## src/rtl/glb_stream_pkg.sv

```systemverilog
// rtl/glb_stream_pkg.sv - shared types for the GLB-to-PE stream transmitter
// Contents: stream_sel encodings, transmitter FSM state type, skid FIFO entry layout.
package glb_stream_pkg;

  localparam int DATA_SIZE_DEF = 32;
  localparam int ADDR_BITS_DEF = 16;
  localparam int CNT_BITS_DEF  = 8;
  localparam int XID_BITS_DEF  = 4;
  localparam int YID_BITS_DEF  = 3;

  localparam logic [1:0] STREAM_IFMAP  = 2'd0;
  localparam logic [1:0] STREAM_FILTER = 2'd1;
  localparam logic [1:0] STREAM_IPSUM  = 2'd2;
  localparam logic [1:0] STREAM_RSVD   = 2'd3;

  typedef enum logic [1:0] {
    ST_IDLE  = 2'd0,
    ST_RUN   = 2'd1,
    ST_DRAIN = 2'd2,
    ST_DONE  = 2'd3
  } tx_state_e;

  typedef struct packed {
    logic [DATA_SIZE_DEF-1:0] data;
    logic [XID_BITS_DEF-1:0]  tag_x;
    logic [YID_BITS_DEF-1:0]  tag_y;
  } fifo_entry_t;

endpackage

```

## src/rtl/stream_skid_fifo.sv

```systemverilog
// rtl/stream_skid_fifo.sv - 2-entry skid FIFO between SRAM read return and the stream port
// Ports: clk, rst_n (async, active-low), flush (drops contents), push/push_data,
//        pop, head_data (oldest entry), full, empty, count (0..2).
module stream_skid_fifo #(
  parameter int WIDTH = 8
) (
  input  logic             clk,
  input  logic             rst_n,
  input  logic             flush,
  input  logic             push,
  input  logic [WIDTH-1:0] push_data,
  input  logic             pop,
  output logic [WIDTH-1:0] head_data,
  output logic             full,
  output logic             empty,
  output logic [1:0]       count
);

  logic [WIDTH-1:0] mem_q [2];
  logic [WIDTH-1:0] mem_d [2];
  logic             wr_ptr_q, wr_ptr_d;
  logic             rd_ptr_q, rd_ptr_d;
  logic [1:0]       count_q, count_d;

  // Push into a full FIFO is legal only together with a pop: the write lands
  // in the slot the pop vacates, because wr_ptr == rd_ptr when full.
  always_comb begin
    mem_d    = mem_q;
    wr_ptr_d = wr_ptr_q;
    rd_ptr_d = rd_ptr_q;
    count_d  = count_q;
    if (flush) begin
      wr_ptr_d = 1'b0;
      rd_ptr_d = 1'b0;
      count_d  = 2'd0;
    end else begin
      if (push) begin
        mem_d[wr_ptr_q] = push_data;
        wr_ptr_d        = ~wr_ptr_q;
      end
      if (pop) begin
        rd_ptr_d = ~rd_ptr_q;
      end
      count_d = count_q + {1'b0, push} - {1'b0, pop};
    end
  end

  always_ff @(posedge clk or negedge rst_n) begin
    if (!rst_n) begin
      mem_q[0] <= '0;
      mem_q[1] <= '0;
      wr_ptr_q <= 1'b0;
      rd_ptr_q <= 1'b0;
      count_q  <= 2'd0;
    end else begin
      mem_q[0] <= mem_d[0];
      mem_q[1] <= mem_d[1];
      wr_ptr_q <= wr_ptr_d;
      rd_ptr_q <= rd_ptr_d;
      count_q  <= count_d;
    end
  end

  assign head_data = mem_q[rd_ptr_q];
  assign count     = count_q;
  assign full      = (count_q == 2'd2);
  assign empty     = (count_q == 2'd0);

endmodule

```

## src/rtl/glb_pe_stream_tx.sv

```systemverilog
// rtl/glb_pe_stream_tx.sv - GLB block reader driving one tagged PE_array input stream per job
// Ports: clk, rst (async, active-low); job inputs start/abort/stream_sel/base_addr/num_rows/
//        num_cols/row_stride/tag_X_base/tag_Y_base; SRAM read port sram_ren/sram_addr/sram_rdata;
//        stream port GLB_{ifmap,filter,ipsum}_valid/ready, GLB_data_in, tag_X, tag_Y; status busy/done.
module glb_pe_stream_tx
  import glb_stream_pkg::*;
#(
  parameter int DATA_SIZE = DATA_SIZE_DEF,
  parameter int ADDR_BITS = ADDR_BITS_DEF,
  parameter int CNT_BITS  = CNT_BITS_DEF,
  parameter int XID_BITS  = XID_BITS_DEF,
  parameter int YID_BITS  = YID_BITS_DEF
) (
  input  logic                 clk,
  input  logic                 rst,
  input  logic                 start,
  input  logic                 abort,
  input  logic [1:0]           stream_sel,
  input  logic [ADDR_BITS-1:0] base_addr,
  input  logic [CNT_BITS-1:0]  num_rows,
  input  logic [CNT_BITS-1:0]  num_cols,
  input  logic [ADDR_BITS-1:0] row_stride,
  input  logic [XID_BITS-1:0]  tag_X_base,
  input  logic [YID_BITS-1:0]  tag_Y_base,
  output logic                 sram_ren,
  output logic [ADDR_BITS-1:0] sram_addr,
  input  logic [DATA_SIZE-1:0] sram_rdata,
  output logic                 GLB_ifmap_valid,
  input  logic                 GLB_ifmap_ready,
  output logic                 GLB_filter_valid,
  input  logic                 GLB_filter_ready,
  output logic                 GLB_ipsum_valid,
  input  logic                 GLB_ipsum_ready,
  output logic [DATA_SIZE-1:0] GLB_data_in,
  output logic [XID_BITS-1:0]  tag_X,
  output logic [YID_BITS-1:0]  tag_Y,
  output logic                 busy,
  output logic                 done
);

  tx_state_e            state_q, state_d;
  logic [1:0]           sel_q, sel_d;
  logic [CNT_BITS-1:0]  rows_q, rows_d, cols_q, cols_d;
  logic [CNT_BITS-1:0]  row_q, row_d, col_q, col_d;
  logic [ADDR_BITS-1:0] stride_q, stride_d, row_addr_q, row_addr_d;
  logic [XID_BITS-1:0]  tag_x_base_q, tag_x_base_d, pend_x_q, pend_x_d;
  logic [YID_BITS-1:0]  tag_y_base_q, tag_y_base_d, pend_y_q, pend_y_d;
  logic                 inflight_q, inflight_d;

  logic        fifo_push, fifo_pop, fifo_flush, fifo_full, fifo_empty;
  logic [1:0]  fifo_count;
  fifo_entry_t push_entry, head_entry;
  logic        ready_sel, out_valid, saturated, issue, last_rd;

  stream_skid_fifo #(
    .WIDTH($bits(fifo_entry_t))
  ) u_fifo (
    .clk       (clk),
    .rst_n     (rst),
    .flush     (fifo_flush),
    .push      (fifo_push),
    .push_data (push_entry),
    .pop       (fifo_pop),
    .head_data (head_entry),
    .full      (fifo_full),
    .empty     (fifo_empty),
    .count     (fifo_count)
  );

  always_comb begin
    case (sel_q)
      STREAM_IFMAP:  ready_sel = GLB_ifmap_ready;
      STREAM_FILTER: ready_sel = GLB_filter_ready;
      STREAM_IPSUM:  ready_sel = GLB_ipsum_ready;
      default:       ready_sel = 1'b0;
    endcase
    out_valid = !fifo_empty;
    fifo_pop  = out_valid && ready_sel;
    // Buffered words plus the read in flight may not exceed the two FIFO slots;
    // a pop this cycle frees a slot, which is what keeps full-ready at 1 word/cycle.
    saturated = fifo_full || ((fifo_count == 2'd1) && inflight_q);
    issue     = (state_q == ST_RUN) && !abort && (!saturated || fifo_pop);
    last_rd   = (row_q == rows_q - CNT_BITS'(1)) && (col_q == cols_q - CNT_BITS'(1));
    fifo_flush = abort && ((state_q == ST_RUN) || (state_q == ST_DRAIN));
    // SRAM data returns one cycle after issue, paired with the tags captured then.
    fifo_push        = inflight_q;
    push_entry.data  = sram_rdata;
    push_entry.tag_x = pend_x_q;
    push_entry.tag_y = pend_y_q;
  end

  always_comb begin
    state_d      = state_q;
    sel_d        = sel_q;
    rows_d       = rows_q;
    cols_d       = cols_q;
    row_d        = row_q;
    col_d        = col_q;
    stride_d     = stride_q;
    row_addr_d   = row_addr_q;
    tag_x_base_d = tag_x_base_q;
    tag_y_base_d = tag_y_base_q;
    inflight_d   = issue;
    pend_x_d     = issue ? tag_x_base_q + col_q[XID_BITS-1:0] : pend_x_q;
    pend_y_d     = issue ? tag_y_base_q + row_q[YID_BITS-1:0] : pend_y_q;
    case (state_q)
      ST_IDLE: begin
        if (start && !abort) begin
          sel_d        = stream_sel;
          rows_d       = num_rows;
          cols_d       = num_cols;
          stride_d     = row_stride;
          tag_x_base_d = tag_X_base;
          tag_y_base_d = tag_Y_base;
          row_d        = '0;
          col_d        = '0;
          row_addr_d   = base_addr;
          if ((num_rows == '0) || (num_cols == '0) || (stream_sel == STREAM_RSVD)) begin
            state_d = ST_DONE;
          end else begin
            state_d = ST_RUN;
          end
        end
      end
      ST_RUN: begin
        if (abort) begin
          state_d = ST_IDLE;
        end else if (issue) begin
          if (last_rd) begin
            state_d = ST_DRAIN;
          end else if (col_q == cols_q - CNT_BITS'(1)) begin
            col_d      = '0;
            row_d      = row_q + CNT_BITS'(1);
            row_addr_d = row_addr_q + stride_q;
          end else begin
            col_d = col_q + CNT_BITS'(1);
          end
        end
      end
      ST_DRAIN: begin
        if (abort) begin
          state_d = ST_IDLE;
        end else if (fifo_pop && (fifo_count == 2'd1) && !inflight_q) begin
          state_d = ST_DONE;
        end
      end
      default: state_d = ST_IDLE;
    endcase
  end

  always_ff @(posedge clk or negedge rst) begin
    if (!rst) begin
      state_q      <= ST_IDLE;
      sel_q        <= STREAM_IFMAP;
      rows_q       <= '0;
      cols_q       <= '0;
      row_q        <= '0;
      col_q        <= '0;
      stride_q     <= '0;
      row_addr_q   <= '0;
      tag_x_base_q <= '0;
      tag_y_base_q <= '0;
      pend_x_q     <= '0;
      pend_y_q     <= '0;
      inflight_q   <= 1'b0;
    end else begin
      state_q      <= state_d;
      sel_q        <= sel_d;
      rows_q       <= rows_d;
      cols_q       <= cols_d;
      row_q        <= row_d;
      col_q        <= col_d;
      stride_q     <= stride_d;
      row_addr_q   <= row_addr_d;
      tag_x_base_q <= tag_x_base_d;
      tag_y_base_q <= tag_y_base_d;
      pend_x_q     <= pend_x_d;
      pend_y_q     <= pend_y_d;
      inflight_q   <= inflight_d;
    end
  end

  assign sram_ren         = issue;
  assign sram_addr        = issue ? row_addr_q + ADDR_BITS'(col_q) : '0;
  assign GLB_ifmap_valid  = out_valid && (sel_q == STREAM_IFMAP);
  assign GLB_filter_valid = out_valid && (sel_q == STREAM_FILTER);
  assign GLB_ipsum_valid  = out_valid && (sel_q == STREAM_IPSUM);
  assign GLB_data_in      = head_entry.data;
  assign tag_X            = head_entry.tag_x;
  assign tag_Y            = head_entry.tag_y;
  assign busy             = (state_q != ST_IDLE);
  assign done             = (state_q == ST_DONE);

endmodule

```

## config.mk

```make
export PLATFORM = sky130hd
export DESIGN_NAME = glb_pe_stream_tx
export DESIGN_NICKNAME = d
export VERILOG_FILES = /design/src/rtl/glb_stream_pkg.sv /design/src/rtl/stream_skid_fifo.sv /design/src/rtl/glb_pe_stream_tx.sv
export SDC_FILE = /design/constraint.sdc
export NUM_CORES = 1
export LEC_CHECK = 0
export ABC_AREA = 1
export CORE_MARGIN = 10
export CORE_UTILIZATION = 54
export DETAILED_ROUTE_END_ITERATION = 6
export GPL_TIMING_DRIVEN = 0
export PLACE_DENSITY = 0.81
export SLEW_MARGIN = 10
export SYNTH_ARGS = -nofsm -noshare
export SYNTH_HDL_FRONTEND = slang
export SYNTH_SLANG_ARGS = --single-unit
export TNS_END_PERCENT = 100
```

## constraint.sdc

```tcl
create_clock -name clk -period 2.5 [get_ports clk]
set_input_delay 0.5 -clock clk [delete_from_list [all_inputs] [get_ports clk]]
set_output_delay 0.5 -clock clk [all_outputs]
set_load 0.02 [all_outputs]
```

==> results.yml, run 1 <==
outcome:
  status: "finished, violations left"
  violations: "setup timing"
synth:
  syn-cell-area_sq_mm: 0.009592
  synth_area_per_cell_sq_um: 7.547
  synth.distinct_cells: 40
  seq_area_frac_synth: 0.4305
  yosys_warnings: 0
  synth_top_family_by_area: "simple AND/OR/NAND/NOR gates"
  synthMuxAreaShare: 0.02818
  syn_nets: 1408
  synth_xor_area_frac: 0.03105
  synth_cells: 1271
  synth_seq_cells: 165
  synth-simple-area-share: 0.2862
  synth_compound_area_frac: 0.09157
  synth_adder_area_share: 0.05661
worst_setup_path:
  cp-start-kind: "flop"
  cp.arrival_ps: 2580
  path_class: "flop to output pin"
  slowest_stage: "dfrtp_2"
  required_ps: 2000
  worst_path_largest_cell_delay_ps: 440
  rrSetupSlack_ps: 110
  cp_max_fo: 3
  worstPathCellList: "ha_4, fa_2, nand2_2, inv_2, o21ai_2, nand2_2, buf_4, nand2_1, nand2_1, a21o_1, o21ai_2, a21oi_2, buf_6"
  worstSetupEndpointType: "output pin"
  crit_buf_inv: 3
  cp_top_family: "compound AO/OA/AOI/OAI gates"
global_routing:
  grt_start_max_net_pins: 93
  grt_pass1_wl_um: 46040
  busiest_layer: "met2"
  grt_util_met3: 0.05191
  antenna_found_initial: 1
  track_usage: 0.2370
  grt_pass1_vias: 9134
  use_met1: 0.2823
  grt.overflow.total: 0
  use_met2: 0.4055
clocking:
  numCtsBuffers: 17
  cts_buffer_depth: 2
  cts.root.buffer_cell: "clkbuf_16"
  clk_latency_ps: 440
  clk_pin_slew_worst_paths_ps: 70
  cts_max_level: 4
  cts_tree: "yes"
  ctsHoldBuffers: 0
  cts_sinks: 165
drt:
  wl_per_cell_um: 17.12
  drt_wl_total_um: 29620
  drt_iter0_markers: 871
  drt_pass1_iterations: 5
  vias: 9463
  via_per_inst: 5.470
  ant_nets: 0
  drc: 0
timing:
  skew_ps: 11.51
  drv_slew: 0
  fmax_mhz: 324.6
  slew_headroom: 0.4281
  min_period_ps: 3081
  period_share: 1.232
  final_hold_viol_count: 0
  rsz0062_at_grt: "yes"
  tightestPinTransition_ps: 857.9
  layout_setup_ws_ps: -580.8
  setup_viol: 12
cells_and_area:
  filler_cell_count: 1286
  layout_commonest_cell: "nand2_1"
  layout_common_cells: "nand2_1, dfrtp_1, inv_1"
  drive_gt1_frac: 0.1568
  syn2layout_area_growth_pct: 33.37
  fin_nets: 1629
  diodes: 0
  utilization: 0.7370
floorplanning:
  num_rows: 48
  die_area_sq_mm: 0.02349
  core_area_sq_mm: 0.01736
  die_y_um: 153.3
  die_w_um: 153.3
  io-pin-count: 157
  start_util: 0.5526
placed_design:
  place.gp.congestion: 0.9407
  post-place-ws_ps: -1190
  portBuffers: 156
  place_hpwl_um: 20470
power:
  power_uw: 15590
  ir_drop_v: 0.0007241
  leakagePower_uw: 0.006859
  p_per_area_mw_per_mm2: 1218
worst_hold_path:
  hold_class: "input pin to async pin"
run:
  maxCapViolations: 0
## Yosys cell counts (all sizes together)
cell type / n / area (sq um)
xor2: 22 / 192.7
nand2: 456 / 1724
ha: 37 / 462.9
clkinv: 1 / 5.000
nor4: 3 / 18.77
nor3: 13 / 65.06
or2: 5 / 31.28
nor2: 74 / 311.5
buf: 18 / 103.9
xnor2: 12 / 105.1
dfrtp: 165 / 4129
nand4: 30 / 187.7
inv: 133 / 499.2
o21ai: 114 / 570.6
fa: 4 / 80.08
nand3: 64 / 350.3
and2: 3 / 18.77
o21a: 2 / 15.01
mux2: 24 / 270.3
nand3b: 5 / 37.54
a31oi: 1 / 6.260
o21bai: 1 / 7.510
a21oi: 52 / 271.5
a21o: 1 / 7.510
clkbuf: 31 / 120.1
## registers in the layout (all words and copies together), names as in the netlist, 4 cells and up
name          cells
col_q             8
cols_q            8
row_q             8
pend_x_q          4
tag_x_base_q      4
rows_q            8
u_fifo.mem_q     78
row_addr_q       16
stride_q         16
## layer usage
metal / wire (um) / up-vias / share of wire
li1: - / 4517 / -
met1: 11930 / 4428 / 0.40
met2: 14290 / 422 / 0.48
met3: 2243 / 96 / 0.076
met4: 1159 / 0 / 0.039
met5: 0 / - / 0
## where the power goes
group | internal [uW] | switching [uW] | total [uW]
Sequential | 3810 | 887 | 4700
Clock | 1340 | 1260 | 2600
Combinational | 3330 | 4960 | 8290
## stage by stage
step	instances	area, sq um	hold slack [ps]	TNS (ps)
after CTS	1714	12470	42.82	-3089
final	1730	12790	28.52	-4484
after floorplan	1271	9604	204.4	0
after global placement	1652	11450	464.8	-981270
after global routing	1730	12790	63.10	-5335
after detailed placement	1653	11480	473.1	-25940
## cell families (layout without fill, tap and decap cells)
kind of cell	after synthesis	count (layout)
buf+inv	183	417
simple gates	653	653
flops	165	165
compound gates	171	171
fa+ha+maj	41	41
mux	24	24
xor+xnor	34	34
## worst register-to-register path, stage by stage, from the launching register on
cell and delay, ps:
dfrtp_1 450, inv_1 100, ha_1 250, nand3_1 150
buf_1 670, clkbuf_2 480, a21oi_1 150
## layout make-up
cell class	count	area (sq um)	share of cell area
Multi-Input combinational cell	923	5042	0.3942
Sequential cell	165	4139	0.3236
Timing Repair Buffer	203	1979	0.1547
Inverter	134	508.0	0.03971
Clock buffer	17	425.4	0.03326
Tap cell	225	281.5	0.02201
Buffer	48	260.3	0.02034
Clock inverter	15	156.4	0.01223
## timing repair
action / CTS / global route
setup buffers: 29 / 18
hold endpoints to repair: 0 / 0
setup endpoints to repair: 57 / 102
pin swaps: 23 / 30
resized for setup: 167 / 80
## worst paths after layout
| kind | start | end | depth (start not counted) |
|---|---|---|---|
| hold reg to reg | u_fifo.mem_q[1]$_DFFE_PN0P_ | u_fifo.mem_q[1]$_DFFE_PN0P_ | 2 |
| max in group asynchronous | rst | col_q[3]$_DFFE_PN0P_ | 2 |
| min in group clk | u_fifo.mem_q[1]$_DFFE_PN0P_ | u_fifo.mem_q[1]$_DFFE_PN0P_ | 2 |
| hold / removal | rst | u_fifo.mem_q[49]$_DFFE_PN0P_ | 1 |
| setup / recovery | col_q[0]$_DFFE_PN0P_ | sram_addr[6] | 13 |
| setup reg to reg | state_q[0]$_DFFE_PN0P_ | stride_q[1]$_DFFE_PN0P_ | 6 |
Note: power is estimated with default switching activity, not from simulation.
==> run 2, diff against run 1 <==
Settings changed: CTS_CLUSTER_DIAMETER set to 50.
==> results of run 2 <==
Final layout, timing and power as in run 1 (identical DEF).
